===== src/rtl/cacheline_adaptor.sv =====
// Converts one 256-bit cacheline request into a 4-beat 64-bit memory burst.
// Read beats are assembled into line_o; write lines are sliced into beats.
module cacheline_adaptor #(
   parameter int LINE_WIDTH  = 256,
   parameter int BURST_WIDTH = 64,
   localparam int BEATS      = LINE_WIDTH / BURST_WIDTH
) (
   input  logic                   clk,
   input  logic                   rst,
   input  logic [LINE_WIDTH-1:0]  line_i,
   output logic [LINE_WIDTH-1:0]  line_o,
   input  logic [31:0]            address_i,
   input  logic                   read_i,
   input  logic                   write_i,
   output logic                   resp_o,
   input  logic [BURST_WIDTH-1:0] burst_i,
   output logic [BURST_WIDTH-1:0] burst_o,
   output logic [31:0]            address_o,
   output logic                   read_o,
   output logic                   write_o,
   input  logic                   resp_i
);

   localparam int CW     = $clog2(BEATS);
   localparam int OFFSET = $clog2(LINE_WIDTH / 8);

   typedef enum logic [1:0] {IDLE, READ, WRITE, DONE} state_t;

   state_t                state;
   state_t                state_next;
   logic [CW-1:0]         count;
   logic [LINE_WIDTH-1:0] wline;
   logic                  last_beat;
   logic                  unused_offset;

   // Byte-offset bits are dropped by the line alignment.
   assign unused_offset = &{1'b0, address_i[OFFSET-1:0]};
   assign last_beat     = resp_i && (count == CW'(BEATS - 1));

   always_comb begin
      state_next = state;
      read_o     = 1'b0;
      write_o    = 1'b0;
      resp_o     = 1'b0;
      burst_o    = '0;
      case (state)
         IDLE: begin
            if (write_i) begin
               state_next = WRITE;
            end else if (read_i) begin
               state_next = READ;
            end
         end
         READ: begin
            read_o = 1'b1;
            if (last_beat) begin
               state_next = DONE;
            end
         end
         WRITE: begin
            write_o = 1'b1;
            burst_o = wline[int'(count)*BURST_WIDTH +: BURST_WIDTH];
            if (last_beat) begin
               state_next = DONE;
            end
         end
         DONE: begin
            resp_o     = 1'b1;
            state_next = IDLE;
         end
         default: state_next = IDLE;
      endcase
   end

   // The counter holds at the last beat; only DONE returns it to zero.
   always_ff @(posedge clk) begin
      if (rst) begin
         state     <= IDLE;
         count     <= '0;
         line_o    <= '0;
         address_o <= '0;
         wline     <= '0;
      end else begin
         state <= state_next;
         case (state)
            IDLE: begin
               if (write_i) begin
                  wline     <= line_i;
                  address_o <= {address_i[31:OFFSET], {OFFSET{1'b0}}};
               end else if (read_i) begin
                  address_o <= {address_i[31:OFFSET], {OFFSET{1'b0}}};
               end
            end
            READ: begin
               if (resp_i) begin
                  line_o[int'(count)*BURST_WIDTH +: BURST_WIDTH] <= burst_i;
                  count <= last_beat ? count : count + 1'b1;
               end
            end
            WRITE: begin
               if (resp_i) begin
                  count <= last_beat ? count : count + 1'b1;
               end
            end
            DONE: count <= '0;
            default: count <= '0;
         endcase
      end
   end

endmodule


===== config.mk =====
export PLATFORM = sky130hd
export DESIGN_NAME = cacheline_adaptor
export DESIGN_NICKNAME = d
export VERILOG_FILES = /design/src/rtl/cacheline_adaptor.sv
export SDC_FILE = /design/constraint.sdc
export NUM_CORES = 1
export LEC_CHECK = 0
export CAP_MARGIN = 25
export CORE_MARGIN = 2
export CORE_UTILIZATION = 25
export DETAILED_ROUTE_END_ITERATION = 8
export PLACE_DENSITY_LB_ADDON = 0.08
export SETUP_SLACK_MARGIN = 0.1
export SLEW_MARGIN = 20
export SYNTH_ARGS = -nofsm -noshare
export SYNTH_HDL_FRONTEND = slang
export SYNTH_SLANG_ARGS = --single-unit

===== constraint.sdc =====
create_clock -name clk -period 6.15 [get_ports clk]
set_input_delay 0.9225 -clock clk [delete_from_list [all_inputs] [get_ports clk]]
set_output_delay 0.9225 -clock clk [all_outputs]
set_load 0.03 [all_outputs]

==> impl_metrics.json <==
{
  "met3_length_um": 7430,
  "required_ns": 5.23,
  "drt_iter0_drc": 1005,
  "grt_pass1_vias": 19300,
  "insertion_delay_ns": 0.60,
  "area_delta_synth_final_pct": 47.0,
  "post_cts_resized": 0,
  "start_util": 0.252,
  "finalHoldViolations": 0,
  "drtAntennaViolNets": 0,
  "yosys_warnings": 0,
  "dieArea_um2": 86600,
  "die_y_um": 294,
  "final_area_um2": 30900,
  "synth_edf_count": 0,
  "clock_skew_ns": 0.0235,
  "synth_xor_area_frac": 0,
  "crit_path_start_kind": "flop",
  "rr_worst_depth": 6,
  "grt_start_max_net_pins": 203,
  "routedWlPerCell_um": 21.1,
  "power.density_nw_per_um2": 351,
  "htreeDepth": 3,
  "cp_num_buf_inv": 2,
  "grt-ovfl-total": 0,
  "drt-met1-wl_um": 34900,
  "cp_num_cells": 4,
  "syn_area_um2": 21100,
  "firstDrtPassIters": 5,
  "topRoutingLayerUsed": "met5",
  "ys_seq_area_frac": 0.516,
  "ctsHoldBuffers": 0,
  "synth_top_family_by_area": "simple AND/OR/NAND/NOR gates",
  "place_area_um2": 28800,
  "synth-async-reset-ratio": 0,
  "synth_mux_area_frac": 0.0704,
  "netlist_instances": 2438,
  "critPathSlowestCell": "dfxtp_4",
  "ys_ff_latch": 543,
  "end_kind": "output port",
  "setup-violations-final": 0,
  "worstMarginPinSlew_ns": 1.09,
  "postCtsSetupBuffers": 0,
  "cp_data_arrival_time_ns": 3.36,
  "clkSlewWorstSetupHoldPaths_ns": 0.05,
  "synth_ff_type": "dfxtp_1",
  "period_needed_ns": 4.28,
  "synth_fa_ha_area_frac": 0.00654,
  "io_buffer_count": 701,
  "gp_congestion": 0.810,
  "cts-root-buf": "clkbuf_16",
  "cts_sinks": 543,
  "power.leakage_nw": 10.9,
  "rsz0062_at_grt": "false",
  "viasPerCell": 4.72,
  "nets": 3381,
  "crit_chain": "buf_12 -> mux4_2 -> and2_1 -> clkdlybuf4s50_1",
  "path_class": "flop to output port",
  "cp_max_fo": 38,
  "antenna_found_initial": 17,
  "die_x_um": 294,
  "cap_violations": 0,
  "cp_top_family": "buffers and inverters",
  "dp_hpwl_um": 59600,
  "synth_compound_area_frac": 0.149,
  "slew_violations": 0,
  "drc": 0,
  "io_pins": 712,
  "post_synth_num_cell_types": 36,
  "hp-class": "flop to flop",
  "grt.total_usage": 0.194,
  "crit_path_max_incr_delay_ns": 0.90,
  "wl_met2_um": 42900,
  "synth-simple-area-share": 0.209,
  "setup_tns_ns": 0,
  "coreArea_um2": 83600,
  "cts_buffer_depth": 3,
  "synth.avg_cell_area_um2": 8.64,
  "vias": 19600,
  "drive_gt1_frac": 0.0875,
  "placementRows": 106,
  "cts_buffers": 67,
  "grt_pass1_wl_um": 128000,
  "max_freq_ghz": 0.233,
  "min_period_over_period": 0.697,
  "ir_drop_uv": 243,
  "status": "complete, no violations",
  "wl_um": 87600,
  "cts_tree": "yes",
  "min_path_cells": 2,
  "maxSlewHeadroom": 0.273
}
-- cell families (layout without fill, tap and decap cells) --
logic type	Yosys count	count (layout)
muxes	68	68
AOI/OAI and AO/OA	545	545
adders and majority gates	11	11
buffers and inverters	229	851
other	1	16
and+or+nand+nor	1041	1041
DFF	543	543
-- metal layers --
metal  vias up  track usage
li1       9458            -
met1      9433        0.226
met2       602        0.329
met3       118       0.0677
met4        10       0.0703
met5         -            0
-- power by group --
| part | switching, mW | internal (mW) | total, mW | leakage, nW |
|---|---|---|---|---|
| Clock | 1.63 | 2.25 | 3.88 | 1.05 |
| Combinational | 1.62 | 1.13 | 2.76 | 5.46 |
| Sequential | 0.309 | 3.92 | 4.22 | 4.42 |
| Total | 3.56 | 7.30 | 10.9 | 10.9 |
-- registers in the layout (all words and copies together) (netlist names) --
| name | flops |
|---|---|
| line_o | 256 |
| state | 2 |
| wline | 256 |
| address_o | 27 |
| count | 2 |
-- area by class of cell --
type | count | area (µm²)
fillers | 8614 | 52600
flip-flops and latches | 543 | 10900
multi-input cells | 1670 | 9230
repair buffers | 726 | 7300
clock buffers | 103 | 1950
well taps | 1080 | 1350
clock inverters | 17 | 191
diodes | 11 | 27.5
inverters | 5 | 20.0
-- worst min-delay path: stages, from the launching register on --
cell     delay, ns
dfxtp_1       0.30
nand2_1       0.05
a21oi_1       0.05
-- Yosys cell counts, types with 2 or more instances --
| master | instances | area (µm²) |
|---|---|---|
| nand2b_1 | 3 | 18.8 |
| dfxtp_1 | 543 | 10900 |
| nand2_1 | 764 | 2870 |
| inv_1 | 4 | 15.0 |
| buf_6 | 7 | 78.8 |
| buf_4 | 14 | 105 |
| nor2_1 | 2 | 7.51 |
| a21oi_1 | 476 | 2380 |
| ha_1 | 11 | 138 |
| and3_1 | 3 | 18.8 |
| buf_2 | 45 | 225 |
| clkbuf_1 | 136 | 510 |
| mux2i_1 | 3 | 30.0 |
| buf_1 | 22 | 82.6 |
| a32o_2 | 60 | 676 |
| a32o_1 | 4 | 40.0 |
| and2_1 | 65 | 407 |
| mux4_2 | 64 | 1440 |
| nand3_1 | 195 | 976 |
-- path summary, 6_finish.rpt --
| kind | from | endpoint | slack [ns] |
|---|---|---|---|
| max reg2reg | count[0] | line_o[176] | 2.90 |
| min | line_o[139] | line_o[139] | 0.45 |
| max | count[0] | burst_o[6] | 1.87 |
| min reg2reg | line_o[139] | line_o[139] | 0.45 |
-- cells in the final DEF, fill, tap and decap left out, types with 14 or more instances in the layout --
master           count
and2_1              64
nand3_1            192
clkbuf_16           67
nand2_1            763
dfxtp_1            541
a32o_2              60
a21oi_1            476
clkdlybuf4s50_1    700
mux4_2              64
clkbuf_8            14
buf_4               17
clkbuf_1            22
-- per-stage QoR --
step | power, mW | cells | setup WS, ns | util | hold WS, ns
after CTS | 11.1 | 4143 | 1.73 | 0.370 | 0.451
after floorplan | 6.00 | 2442 | 3.54 | - | 0.433
after global placement | 7.05 | 4021 | 2.41 | 0.344 | 0.437
after detailed placement | 7.13 | 4023 | 2.39 | 0.344 | 0.444
after global routing | 11.5 | 4153 | 1.66 | 0.370 | 0.463
final | 10.9 | 4155 | 1.87 | 0.370 | 0.448
(Power assumes the default switching activity.)
